`config.mk`:
```
export PLATFORM = sky130hd
export DESIGN_NAME = keypad_scan
export DESIGN_NICKNAME = d
export VERILOG_FILES = /design/src/rtl/keypad_scan.sv
export SDC_FILE = /design/constraint.sdc
export NUM_CORES = 1
export LEC_CHECK = 0
export CAP_MARGIN = 30
export CORE_ASPECT_RATIO = 1.2
export CORE_MARGIN = 2
export CORE_UTILIZATION = 35
export DETAILED_ROUTE_END_ITERATION = 16
export PLACE_DENSITY = 0.56
export REMOVE_ABC_BUFFERS = 1
export SYNTH_ARGS = -nofsm -noshare
export SYNTH_HDL_FRONTEND = slang
export SYNTH_SLANG_ARGS = --single-unit
```
`constraint.sdc`:
```
create_clock -name clk -period 3.89 [get_ports clk]
set_input_delay 0.778 -clock clk [delete_from_list [all_inputs] [get_ports clk]]
set_output_delay 0.778 -clock clk [all_outputs]
set_load 0.05 [all_outputs]
```
`src/rtl/keypad_scan.sv`:
```
// Purpose : 4x4 matrix keypad scanner with debounce, one-cycle press pulse and held status.
// Latency : 2 sync cycles + up to 4*SCAN_DIV scan + (DEBOUNCE_CNT-1)*SCAN_DIV debounce + 1 cycle to pulse.
// Backpr. : none; outputs are free-running status, a held key never re-pulses.
//
// Ports:
//   clk          - system clock, rising edge
//   rst_n        - asynchronous active-low reset
//   COLLUMMN     - column sense, active-low, asynchronous to clk
//   LINE         - row drive, active-low, exactly one bit low
//   keyword      - code of last accepted key
//   flag_pressed - 0 idle, 1 new press (one-cycle), 2 held
module keypad_scan #(
    parameter int SCAN_DIV     = 1000,
    parameter int DEBOUNCE_CNT = 20
) (
    input  logic       clk,
    input  logic       rst_n,
    input  logic [3:0] COLLUMMN,
    output logic [3:0] LINE,
    output logic [3:0] keyword,
    output logic [1:0] flag_pressed
);

    localparam int TW = $clog2(SCAN_DIV);
    localparam int CW = $clog2(DEBOUNCE_CNT + 1);
    localparam logic [TW-1:0] TICK_LAST  = TW'(SCAN_DIV - 1);
    localparam logic [CW-1:0] CNT_TARGET = CW'(DEBOUNCE_CNT);
    localparam logic [CW-1:0] CNT_ONE    = CW'(1);

    typedef enum logic [2:0] {
        ST_SCAN     = 3'd0,
        ST_DEBOUNCE = 3'd1,
        ST_PRESSED  = 3'd2,
        ST_HELD     = 3'd3,
        ST_RELEASE  = 3'd4
    } state_t;

    // ------------------------------------------------------------------
    // State and signals
    // ------------------------------------------------------------------
    logic [3:0]    sync1_q, sync1_d;
    logic [3:0]    col_s_q, col_s_d;
    logic [TW-1:0] tick_cnt_q, tick_cnt_d;
    logic          tick;

    state_t        state_q, state_d;
    logic [1:0]    row_q, row_d;
    logic [1:0]    col_idx_q, col_idx_d;
    logic [CW-1:0] deb_cnt_q, deb_cnt_d;
    logic [CW-1:0] rel_cnt_q, rel_cnt_d;

    logic [3:0]    line_q, line_d;
    logic [3:0]    keyword_q, keyword_d;
    logic [1:0]    flag_q, flag_d;

    logic          one_low;
    logic [1:0]    col_hit;
    logic [3:0]    col_pat;
    logic          col_rel;
    logic [CW-1:0] deb_inc;
    logic [CW-1:0] rel_inc;

    // Row/column to key code.
    function automatic logic [3:0] key_code(input logic [1:0] r, input logic [1:0] c);
        logic [3:0] code;
        case ({r, c})
            4'd0:    code = 4'd1;
            4'd1:    code = 4'd2;
            4'd2:    code = 4'd3;
            4'd3:    code = 4'd10;
            4'd4:    code = 4'd4;
            4'd5:    code = 4'd5;
            4'd6:    code = 4'd6;
            4'd7:    code = 4'd11;
            4'd8:    code = 4'd7;
            4'd9:    code = 4'd8;
            4'd10:   code = 4'd9;
            4'd11:   code = 4'd12;
            4'd12:   code = 4'd14;
            4'd13:   code = 4'd0;
            4'd14:   code = 4'd15;
            default: code = 4'd13;
        endcase
        return code;
    endfunction

    // ------------------------------------------------------------------
    // Column synchronizer and scan tick
    // ------------------------------------------------------------------
    always_comb begin
        sync1_d    = COLLUMMN;
        col_s_d    = sync1_q;
        tick       = (tick_cnt_q == TICK_LAST);
        tick_cnt_d = tick ? '0 : tick_cnt_q + TW'(1);
    end

    always_ff @(posedge clk or negedge rst_n) begin
        if (!rst_n) begin
            sync1_q    <= 4'b1111;
            col_s_q    <= 4'b1111;
            tick_cnt_q <= '0;
        end else begin
            sync1_q    <= sync1_d;
            col_s_q    <= col_s_d;
            tick_cnt_q <= tick_cnt_d;
        end
    end

    // ------------------------------------------------------------------
    // Column decode: a key is only recognised when exactly one column is low;
    // multiple low columns are ambiguous and treated as no key.
    // ------------------------------------------------------------------
    always_comb begin
        one_low = 1'b1;
        col_hit = 2'd0;
        case (col_s_q)
            4'b1110: col_hit = 2'd0;
            4'b1101: col_hit = 2'd1;
            4'b1011: col_hit = 2'd2;
            4'b0111: col_hit = 2'd3;
            default: one_low = 1'b0;
        endcase
        col_pat = ~(4'b0001 << col_idx_q);
        col_rel = col_s_q[col_idx_q];
        deb_inc = deb_cnt_q + CNT_ONE;
        rel_inc = rel_cnt_q + CNT_ONE;
    end

    // ------------------------------------------------------------------
    // FSM: state register
    // ------------------------------------------------------------------
    always_ff @(posedge clk or negedge rst_n) begin
        if (!rst_n) begin
            state_q   <= ST_SCAN;
            row_q     <= 2'd0;
            col_idx_q <= 2'd0;
            deb_cnt_q <= '0;
            rel_cnt_q <= '0;
            line_q    <= 4'b1110;
            keyword_q <= 4'd0;
            flag_q    <= 2'd0;
        end else begin
            state_q   <= state_d;
            row_q     <= row_d;
            col_idx_q <= col_idx_d;
            deb_cnt_q <= deb_cnt_d;
            rel_cnt_q <= rel_cnt_d;
            line_q    <= line_d;
            keyword_q <= keyword_d;
            flag_q    <= flag_d;
        end
    end

    // ------------------------------------------------------------------
    // FSM: next state. The row only moves while scanning; from detection
    // until release completes it stays frozen so other keys are ignored.
    // ------------------------------------------------------------------
    always_comb begin
        state_d   = state_q;
        row_d     = row_q;
        col_idx_d = col_idx_q;
        deb_cnt_d = deb_cnt_q;
        rel_cnt_d = rel_cnt_q;
        case (state_q)
            ST_SCAN: begin
                if (tick) begin
                    if (one_low) begin
                        col_idx_d = col_hit;
                        deb_cnt_d = CNT_ONE;
                        // The detection tick is itself the first matching tick.
                        state_d   = (CNT_ONE >= CNT_TARGET) ? ST_PRESSED : ST_DEBOUNCE;
                    end else begin
                        row_d = row_q + 2'd1;
                    end
                end
            end
            ST_DEBOUNCE: begin
                if (tick) begin
                    if (col_s_q == col_pat) begin
                        deb_cnt_d = deb_inc;
                        if (deb_inc >= CNT_TARGET) begin
                            state_d = ST_PRESSED;
                        end
                    end else begin
                        deb_cnt_d = '0;
                        row_d     = row_q + 2'd1;
                        state_d   = ST_SCAN;
                    end
                end
            end
            ST_PRESSED: begin
                deb_cnt_d = '0;
                state_d   = ST_HELD;
            end
            ST_HELD: begin
                if (tick && col_rel) begin
                    rel_cnt_d = CNT_ONE;
                    state_d   = ST_RELEASE;
                    if (CNT_ONE >= CNT_TARGET) begin
                        rel_cnt_d = '0;
                        row_d     = row_q + 2'd1;
                        state_d   = ST_SCAN;
                    end
                end
            end
            ST_RELEASE: begin
                if (tick) begin
                    if (col_rel) begin
                        rel_cnt_d = rel_inc;
                        if (rel_inc >= CNT_TARGET) begin
                            rel_cnt_d = '0;
                            row_d     = row_q + 2'd1;
                            state_d   = ST_SCAN;
                        end
                    end else begin
                        rel_cnt_d = '0;
                        state_d   = ST_HELD;
                    end
                end
            end
            default: begin
                state_d   = ST_SCAN;
                deb_cnt_d = '0;
                rel_cnt_d = '0;
            end
        endcase
    end

    // ------------------------------------------------------------------
    // FSM: outputs, computed from the next state so they register in step
    // with the state itself.
    // ------------------------------------------------------------------
    always_comb begin
        line_d    = ~(4'b0001 << row_d);
        keyword_d = keyword_q;
        flag_d    = 2'd0;
        case (state_d)
            ST_PRESSED: begin
                flag_d    = 2'd1;
                keyword_d = key_code(row_d, col_idx_d);
            end
            ST_HELD, ST_RELEASE: flag_d = 2'd2;
            default:             flag_d = 2'd0;
        endcase
    end

    assign LINE         = line_q;
    assign keyword      = keyword_q;
    assign flag_pressed = flag_q;

endmodule

```
==> impl_metrics.ini <==
[clock_tree]
ctsHoldBuffers = 0
h-tree-depth = 2
cts_tree = yes
insertion_delay_ns = 0.30
root_buffer = clkbuf_8
cts_buffers = 5
clock_sinks = 45
cts_resized = 0
clk_pin_slew_ns = 0.08
cts_buffer_depth = 2
cts_setup_buffers = 0

[synthesis]
synth-edff-count = 0
synth_area_leaders = dfrtp_1, dfstp_2, ha_1
ys_seq_area_share_pct = 44.4
syn_inst = 249
synth_area_sq_mm = 0.00257
synthFlopType = dfrtp_1
ys_async_sr_fraction_pct = 100
syn_avg_cell_area_sq_um = 10.3
ys_ff_latch = 45
ys_types = 69
yosysTopAreaCell = dfrtp_1
synth_top_area_share_pct = 33.2
yosysWarningCount = 0

[min_path]
hp-class = register to register
hp-start = col_s_d[2]
holdPathStages = 0
hold_path_end = col_s_q[2]

[placement]
io_buffers = 15
dp_cells = 346
place_ws_ns = 0.903
gp_congestion = 0.833
hpwl_um = 3530

[timing]
fin_tns_setup_ns = 0
drv_slew = 0
fmax_ghz = 0.333
relSlewSlack_pct = 36.6
skew_ns = 0.00932
tightest_slew_ns = 0.948
post-route-period-util_pct = 77.2
fin_crit_ns = 3.00
hold_viol_final = 0
setup_viol = 0
rsz0062_at_grt = no
holdWs_ns = 0.357
setup_slack_ns = 0.885

[detailed_routing]
drtIter0Drc = 107
ant_nets = 0
wl_met1_um = 2150
drc = 0
drtPass1Iterations = 4
wl_met2_um = 2450
routed_wl_um = 4820
route.vias.total = 1889
vias_per_cell = 5.34
met3_length_um = 127
top_layer_used = met4
wl_per_cell_um = 13.6

[critical_path]
crit_path_start_kind = register
cp.required_ns = 4.12
cp.arrival_ns = 3.23
path_class = register to register
worstSetupEndpointType = register
crit-reg2reg-launch = tick_cnt_q[0]
rr_endpoint = keyword[2]
r2r_cells = 10
r2r_slack_ns = 0.89
worst-path-max-fanout = 8

[global_routing]
grt_util_all_layers_pct = 13.6
grt_pass1_wl_um = 8640
grt_overflow = 0
antenna_found_initial = 0
grt_max_degree = 30
grt_pass1_vias = 1876

[finish]
syn2layout_area_growth_pct = 11.8
ff_latch_area_sq_mm = 0.00114
most-common-layout-cells = dfrtp_1, nor2_1, nand2_1
antenna_cells = 0
fillerInstances = 713
final_common_cell = dfrtp_1
fin_cells = 354
multi_input_area_sq_mm = 0.00130
fin_nets = 279
drive_above_1_share_pct = 15.2

[die]
io_pins = 16
start_util_pct = 35.7
rows = 34
die-area_sq_mm = 0.00804
core_area_sq_mm = 0.00719
die_width_um = 82.2
die_height_um = 97.8

[power]
p_clk_share_pct = 41.4
p_switching_mw = 0.174
leakage_nw = 1.25
ir_drop_uv = 201
internal-power_mw = 0.698
seqPwrFrac_pct = 55.1
p_sw_share_pct = 19.9
power_density_mw_per_mm2 = 304
combPwrFrac_pct = 3.5

[outcome]
outcome = complete, no violations

[run]
drv_cap = 0
[cells in the mapped netlist, drive strengths merged, types with 3 or more instances]
master / n
a31oi: 3
a21oi: 10
nor2: 23
inv: 7
xnor2: 3
a211oi: 3
dfstp: 11
nand2b: 6
mux2i: 6
ha: 10
and4b: 3
dfrtp: 34
nand4: 3
o21ai: 19
nand3: 17
buf: 6
xor2: 7
nand2: 18
nor3: 6
and2: 6
clkbuf: 4
and3: 5
o31ai: 4
[worst max-delay path, cell delays in order (launching register included)]
cell	delay, ns
dfrtp_1	0.39
ha_1	0.27
nand4b_4	0.12
nor3_1	0.67
buf_4	0.26
nand2_1	0.08
o32ai_2	0.35
xnor2_2	0.20
or2_1	0.28
o21a_1	0.17
a21oi_1	0.13
[layout make-up]
class | instances | share of cell area [%]
clock inverters | 1 | 1.05
multi-input cells | 186 | 45.2
inverters | 8 | 1.05
flip-flops and latches | 45 | 39.7
clock buffers | 7 | 3.01
repair buffers | 17 | 6.02
well taps | 90 | 3.93
[stage by stage]
stage	area (sq um)	power [mW]	utilization, %
after global placement	2730	0.518	38.0
final	2870	0.872	39.9
after global routing	2870	0.912	39.9
after CTS	2870	0.888	39.9
after floorplan	2470	0.500	-
after detailed placement	2750	0.521	38.3
[state kept, by name, indices dropped and copies added, names as in the netlist]
name	cells
deb_cnt_q	5
col_s_q	4
LINE	4
col_idx_q	2
flag_pressed	2
state_q	3
row_q	2
keyword	4
rel_cnt_q	5
tick_cnt_q	10
col_s_d	4
[worst max path at each step]
stage / startpoint / endpoint / slack [ns]
after floorplan: tick_cnt_q[0] / keyword[1] / 1.19
after global placement: tick_cnt_q[0] / keyword[2] / 0.98
after detailed placement: tick_cnt_q[0] / keyword[2] / 0.90
after CTS: tick_cnt_q[0] / keyword[2] / 0.88
after global routing: tick_cnt_q[0] / keyword[2] / 0.72
final: tick_cnt_q[0] / keyword[2] / 0.89
[power by group through the flow]
stage / Clock (mW) / Combinational [mW] / Sequential, mW
floorplan: 0 / 0.0127 / 0.488
global placement: 0 / 0.0286 / 0.489
detailed placement: 0 / 0.0313 / 0.489
CTS: 0.376 / 0.0312 / 0.481
global route: 0.397 / 0.0339 / 0.481
finish: 0.361 / 0.0301 / 0.480
[logic make-up (layout without fill, tap and decap cells)]
logic type,after synthesis,in the layout,synth area share [%]
AO/OA/AOI/OAI,59,59,16.2
XOR/XNOR,10,10,3.71
multiplexers,9,9,4.58
AND/OR/NAND/NOR,98,98,21.2
flip-flops,45,45,44.4
buffers and inverters,18,33,5.07
adder cells (fa/ha/maj),10,10,4.88
[routing by layer]
layer	vias to the layer above	global-route usage, %
met2	33	22.0
met5	-	0
met1	918	18.0
met4	0	5.13
li1	930	-
met3	8	2.59
Power figures use the tool's default switching activity.
